--- src/rtl/bcd_to_binary_if.sv ---
// bcd_to_binary_if: request/result bundle for the BCD-to-binary converter.
//   start    requester -> converter  single-cycle conversion request
//   bcd_in   requester -> converter  packed BCD digits, digit k at [4k+3:4k]
//   busy     converter -> requester  conversion in progress
//   done     converter -> requester  one-cycle pulse; bin_out/err/ovf valid
//   bin_out  converter -> requester  binary result, held until the next done
//   err      converter -> requester  an input digit was > 9
//   ovf      converter -> requester  value did not fit in BIN_W bits
interface bcd_to_binary_if #(
    parameter int DIGITS = 3,
    parameter int BIN_W  = 10
);
    logic                  start;
    logic [4*DIGITS-1:0]   bcd_in;
    logic                  busy;
    logic                  done;
    logic [BIN_W-1:0]      bin_out;
    logic                  err;
    logic                  ovf;

    modport master (output start, bcd_in, input busy, done, bin_out, err, ovf);
    modport slave  (input start, bcd_in, output busy, done, bin_out, err, ovf);
endinterface

--- src/rtl/bcd_to_binary.sv ---
// bcd_to_binary: multi-cycle BCD-to-binary converter (reverse double-dabble).
// A shift register {bcd, bin} is shifted right once per clock for BIN_W clocks;
// after each shift every BCD digit >= 8 has 3 subtracted. What is left in the
// bin field is the binary value; anything left in the BCD field means overflow.
//   clk  system clock (posedge)
//   rst  synchronous reset, active-high, highest priority
//   io   bcd_to_binary_if.slave: start/bcd_in in; busy/done/bin_out/err/ovf out
// Latency: start accepted at edge T0 -> done high in the cycle after T0+BIN_W+1.
module bcd_to_binary #(
    parameter int DIGITS = 3,
    parameter int BIN_W  = 10
) (
    input  logic             clk,
    input  logic             rst,
    bcd_to_binary_if.slave   io
);
    localparam int BCD_W = 4 * DIGITS;
    localparam int SR_W  = BCD_W + BIN_W;
    localparam int CNT_W = $clog2(BIN_W + 1);
    localparam logic [CNT_W-1:0] CNT_LAST = CNT_W'(BIN_W);

    typedef enum logic [1:0] {IDLE, SHIFT, DONE} state_t;

    state_t            state_q, state_d;
    logic [SR_W-1:0]   sr_q, sr_d;
    logic [CNT_W-1:0]  cnt_q, cnt_d;
    logic              bad_q, bad_d;
    logic              busy_q, busy_d;
    logic              done_q, done_d;
    logic [BIN_W-1:0]  bin_q, bin_d;
    logic              err_q, err_d;
    logic              ovf_q, ovf_d;

    logic [SR_W-1:0]   sr_step;
    logic              digit_bad;
    logic [CNT_W-1:0]  cnt_inc;

    // One reverse double-dabble step: shift, then fix each digit on its own.
    // A digit >= 8 after the shift received a "10" worth of weight from the
    // digit above, which is 8 in binary; subtracting 3 maps it back to 5.
    always_comb begin
        sr_step = sr_q >> 1;
        for (int k = 0; k < DIGITS; k++) begin
            if (sr_step[BIN_W + 4*k +: 4] >= 4'd8)
                sr_step[BIN_W + 4*k +: 4] = sr_step[BIN_W + 4*k +: 4] - 4'd3;
        end
    end

    always_comb begin
        digit_bad = 1'b0;
        for (int k = 0; k < DIGITS; k++)
            if (io.bcd_in[4*k +: 4] > 4'd9) digit_bad = 1'b1;
    end

    assign cnt_inc = cnt_q + CNT_W'(1);

    always_comb begin
        state_d = state_q;
        sr_d    = sr_q;
        cnt_d   = cnt_q;
        bad_d   = bad_q;
        busy_d  = busy_q;
        done_d  = 1'b0;
        bin_d   = bin_q;
        err_d   = err_q;
        ovf_d   = ovf_q;
        case (state_q)
            IDLE: begin
                if (io.start) begin
                    sr_d    = {io.bcd_in, {BIN_W{1'b0}}};
                    cnt_d   = '0;
                    bad_d   = digit_bad;
                    busy_d  = 1'b1;
                    state_d = SHIFT;
                end
            end
            SHIFT: begin
                sr_d  = sr_step;
                cnt_d = cnt_inc;
                if (cnt_inc == CNT_LAST) state_d = DONE;
            end
            DONE: begin
                // Invalid digits still run the full length so latency is fixed.
                bin_d   = bad_q ? '0 : sr_q[BIN_W-1:0];
                err_d   = bad_q;
                ovf_d   = !bad_q && (sr_q[SR_W-1:BIN_W] != '0);
                done_d  = 1'b1;
                busy_d  = 1'b0;
                state_d = IDLE;
            end
            default: state_d = IDLE;
        endcase
    end

    always_ff @(posedge clk) begin
        if (rst) begin
            state_q <= IDLE;
            sr_q    <= '0;
            cnt_q   <= '0;
            bad_q   <= 1'b0;
            busy_q  <= 1'b0;
            done_q  <= 1'b0;
            bin_q   <= '0;
            err_q   <= 1'b0;
            ovf_q   <= 1'b0;
        end else begin
            state_q <= state_d;
            sr_q    <= sr_d;
            cnt_q   <= cnt_d;
            bad_q   <= bad_d;
            busy_q  <= busy_d;
            done_q  <= done_d;
            bin_q   <= bin_d;
            err_q   <= err_d;
            ovf_q   <= ovf_d;
        end
    end

    assign io.busy    = busy_q;
    assign io.done    = done_q;
    assign io.bin_out = bin_q;
    assign io.err     = err_q;
    assign io.ovf     = ovf_q;
endmodule

--- src/flat_wrapper.sv ---
// flat-port wrapper written by rule: the top's interface ports become plain ports
module bcd_to_binary_flat 
#(
    parameter int DIGITS = 3,
    parameter int BIN_W  = 10
)
  (clk, rst, io_start, io_bcd_in, io_busy, io_done, io_bin_out, io_err, io_ovf);
  bcd_to_binary_if #(.DIGITS(DIGITS), .BIN_W(BIN_W)) io_i ();
  input  logic clk;
  input  logic rst;
  input wire logic [$bits(io_i.start)-1:0] io_start;
  input wire logic [$bits(io_i.bcd_in)-1:0] io_bcd_in;
  output wire logic [$bits(io_i.busy)-1:0] io_busy;
  output wire logic [$bits(io_i.done)-1:0] io_done;
  output wire logic [$bits(io_i.bin_out)-1:0] io_bin_out;
  output wire logic [$bits(io_i.err)-1:0] io_err;
  output wire logic [$bits(io_i.ovf)-1:0] io_ovf;
  assign io_i.start = io_start;
  assign io_i.bcd_in = io_bcd_in;
  assign io_busy = io_i.busy;
  assign io_done = io_i.done;
  assign io_bin_out = io_i.bin_out;
  assign io_err = io_i.err;
  assign io_ovf = io_i.ovf;
  bcd_to_binary #(.DIGITS(DIGITS), .BIN_W(BIN_W)) u_core (.clk(clk), .rst(rst), .io(io_i));
endmodule
--- config.mk ---
export PLATFORM = sky130hd
export DESIGN_NAME = bcd_to_binary_flat
export DESIGN_NICKNAME = d
export VERILOG_FILES = /design/src/rtl/bcd_to_binary_if.sv /design/src/rtl/bcd_to_binary.sv /design/src/flat_wrapper.sv
export SDC_FILE = /design/constraint.sdc
export NUM_CORES = 1
export LEC_CHECK = 0
export ABC_AREA = 1
export BUFFER_PORTS_ARGS = -buffer_cell sky130_fd_sc_hd__clkbuf_2
export CAP_MARGIN = 20
export CORE_ASPECT_RATIO = 1.4
export CORE_MARGIN = 3
export CORE_UTILIZATION = 30
export DETAILED_ROUTE_END_ITERATION = 10
export GPL_ROUTABILITY_DRIVEN = 0
export SLEW_MARGIN = 20
export SYNTH_ARGS = -nofsm -noshare
export SYNTH_HDL_FRONTEND = slang
export SYNTH_SLANG_ARGS = --single-unit
--- constraint.sdc ---
create_clock -name clk -period 1.4 [get_ports clk]
set_input_delay 0.14 -clock clk [delete_from_list [all_inputs] [get_ports clk]]
set_output_delay 0.14 -clock clk [all_outputs]
set_load 0.1 [all_outputs]
==> metrics.md <==
| Metric | Value |
|---|---|
| Worst Path Arrival | between 1.5 and 2 ns |
| CP required | 1.65 ns |
| Detail Route Antenna Nets | 0 |
| GRT overflow | 0 |
| Core Footprint | 5904 µm² |
| WL final | 4.256 mm |
| Outcome | completed |
| Period utilization | 0.9027 |
| Switching part of the total power | 0.2400 |
| Hold_buf cts | 0 |
| Post-CTS setup buffers | 0 |
| Synthesized area per cell | 7.642 µm² |
| Synth Instances | 242 |
| Diode count | 0 |
| Critical-path maximum fanout | 17 |
| Design Area, Final | 2201 µm² |
| First-pass GRT wire length | 7.396 mm |
| Largest net degree at the start of global routing | 22 |
| Die H | 98.90 µm |
| P_leak | 0.0009517 µW |
| Synth Warn # | 0 |
| Vias in the first global route | 1627 |
| Share of cells above drive strength 1 | 0.1891 |
| RSZ-0062 raised after global routing | no |
| Sequential power share | 0.479 |
| HPWL after detailed placement | 3.112 mm |
| Distinct cells, synth | 23 |
| Max Clk Rate | 791.3 MHz |
| DRT Pass-1 Iters | 4 |
| Syn nets | 263 |
| Row count | 33 |
| IO buf count | 28 |
| Fin. Hold Viols | 0 |
| Drt drc | 0 |
| R2R cell count | 6 |
| Switching pwr | between 600 and 700 µW |
| Design Power | about 2700 µW |
| Max_cap viols | 0 |
| Util after Layout | 0.3727 |
| Pwr Density | 1242 nW/µm² |
| Ports | 29 |
| Worst r2r dst | u_core.sr_q[17] |
| Die W | 72.36 µm |
| Routed len/inst | between 10 and 15 µm |
| Slowest stage cell, crit path | dfxtp_1 |
| Cells along the critical path | nand2_4 -> nand2_4 -> inv_2 -> o21ai_1 -> nand2_1 -> inv_1 |
| # nets final | 295 |
| Min-Delay Startpoint | io_bcd_in[11] |
| CTS tree | built |
| Worst-path clk slew | approximately 0.09 ns |
| GRT Overall Usage | 0.1325 |
| Sequential share of the synthesized area | 0.4655 |
| Vias | approximately 1700 |
| Rel. slew slack | 0.6388 |
| Tmin final | 1.264 ns |
| Worst hold path class | in2reg |
| Initial Util | 0.3132 |
| Placed standard-cell area | 2068 µm² |
| Critical Path Most Common Cell | nand2_4 |
| Crit Reg-Reg Startpoint | u_core.state_q[0] |
| Clk pwr share | 0.417 |
| Worst Setup SP | u_core.state_q[0] |
| Synthesized flop and latch total | 43 |
| Skew-Pair Late Insertion Delay | 0.30 ns |
| CTS Buf Count | 5 |
| Gates resized, CTS repair | 0 |
| Critical path class | reg2reg |
| Slew @ Worst Pin | 0.5442 ns |
| Synth-to-Final Area Change | 19.01% |
| Hold depth | 3 |
| Peak supply drop | 0.0003891 V |
| Initial antenna violation count | 0 |
| R2R Setup Slk | 0.14 ns |
| Die ar. | roughly 7200 µm² |
| Drt via density | 4.826 |
| Fin Setup TNS | 0 ns |
| Clock Path Buffers | 2 |
| Fin Clk Skew | 0.01131 ns |
| Syn Std Cell Area | 1849 µm² |
| Hold EP | u_core.sr_q[21] |
| Crit start category | register |
| Crit-path max cell delay | 0.46 ns |
| Combinational share of power | 0.104 |
| Drt initial violations | 73 |
| Internal | 2077 µW |
| Kind of end point of the critical path | register |
| Slew Viols, Final | 0 |
| Final setup violation count | 0 |
| Root Buffer | clkbuf_8 |
| CTS Sinks | 43 |
| H-tree depth | 2 |
## worst max path at each step
stage	end	slack (ns)	depth (start not counted)
after floorplan	u_core.io.err	0.11	2
after global placement	u_core.sr_q[17]	0.20	7
after detailed placement	u_core.sr_q[17]	0.14	7
after CTS	u_core.sr_q[17]	0.13	7
after global routing	u_core.sr_q[17]	0.02	7
final	u_core.sr_q[17]	0.14	6
## registers in the layout, indices dropped and copies added, names as in the netlist
register,count
u_core.state_q,2
u_core.io.bin_out,10
u_core.cnt_q,4
u_core.sr_q,22
u_core.io.busy,1
u_core.io.err,1
u_core.io.done,1
u_core.bad_q,1
u_core.io.ovf,1
## critical path, delay by kind of cell, from the launching register on
kind	cells	cell delay (ns)
compound gates	1	0.16
buf+inv	2	0.16
flops	1	0.46
simple gates	3	0.44
## power groups by stage
stage	clock network (µW)	registers, µW	logic, µW
finish	1140	1310	285
global route	1220	1310	331
CTS	1170	1310	288
detailed placement	0	1340	287
global placement	0	1330	282
floorplan	0	1340	190
## cell type report
type	count	area, µm²
inverters	25	93.84
fillers	649	3704
clock buffers	6	72.57
clock inverters	2	60.06
well taps	70	87.58
flip-flops and latches	43	860.8
repair buffers	33	177.7
multi-input cells	166	848.3
## metrics by stage
step                      std cells  hold slack (ns)  setup slack [ns]
after detailed placement        337           0.4013            0.1373
after CTS                       345          0.08239            0.1344
after global routing            345           0.1098           0.01844
after global placement          337           0.3930            0.1969
after floorplan                 242           0.2872            0.1146
final                           345          0.08701            0.1362
## synthesized netlist by cell type
master    count  share of area
a21oi_1      12          0.032
a31oi_1       1         0.0034
nand2_4       3          0.018
a211oi_1      1         0.0041
o21ai_0      30          0.081
o22ai_1      10          0.034
buf_6         1         0.0061
nor2_4        2          0.012
ha_1          6          0.041
o21ai_1       3         0.0081
buf_4         1         0.0041
clkbuf_1      2         0.0041
nand3_1      19          0.051
nand2_1      45          0.091
inv_2         4         0.0081
xor2_1        2         0.0095
dfxtp_1      43           0.47
nor2_1       26          0.053
or2_2         2         0.0068
a21oi_2       1         0.0047
buf_2         4          0.011
nor3_1        3         0.0081
inv_1        21          0.043
## placed cells by master, fill, tap and decap left out, drive strengths merged
cell     n
dfxtp   43
a31oi    1
nor2    28
clkbuf  34
inv     25
ha       6
a211oi   1
o22ai   10
bufinv   2
xor2     2
nand2   48
nor3     3
nand3   19
o21ai   33
or2      2
a21oi   13
buf      5
## layer usage
layer | track usage | part of all wire
met1 | 0.1570 | 0.45
met3 | 0.03265 | 0.054
met2 | 0.2140 | 0.46
met5 | 0 | 0
met4 | 0.07525 | 0.035
## kinds of logic (layout without fill, tap and decap cells)
| family | after synthesis | count (layout) | synth area share |
|---|---|---|---|
| flip-flops | 43 | 43 | 0.4655 |
| AO/OA/AOI/OAI | 58 | 58 | 0.1678 |
| adder cells (fa/ha/maj) | 6 | 6 | 0.04059 |
| buffers and inverters | 33 | 66 | 0.07578 |
| AND/OR/NAND/NOR | 100 | 100 | 0.2409 |
| XOR/XNOR | 2 | 2 | 0.009474 |
Power figures use the tool's default switching activity.
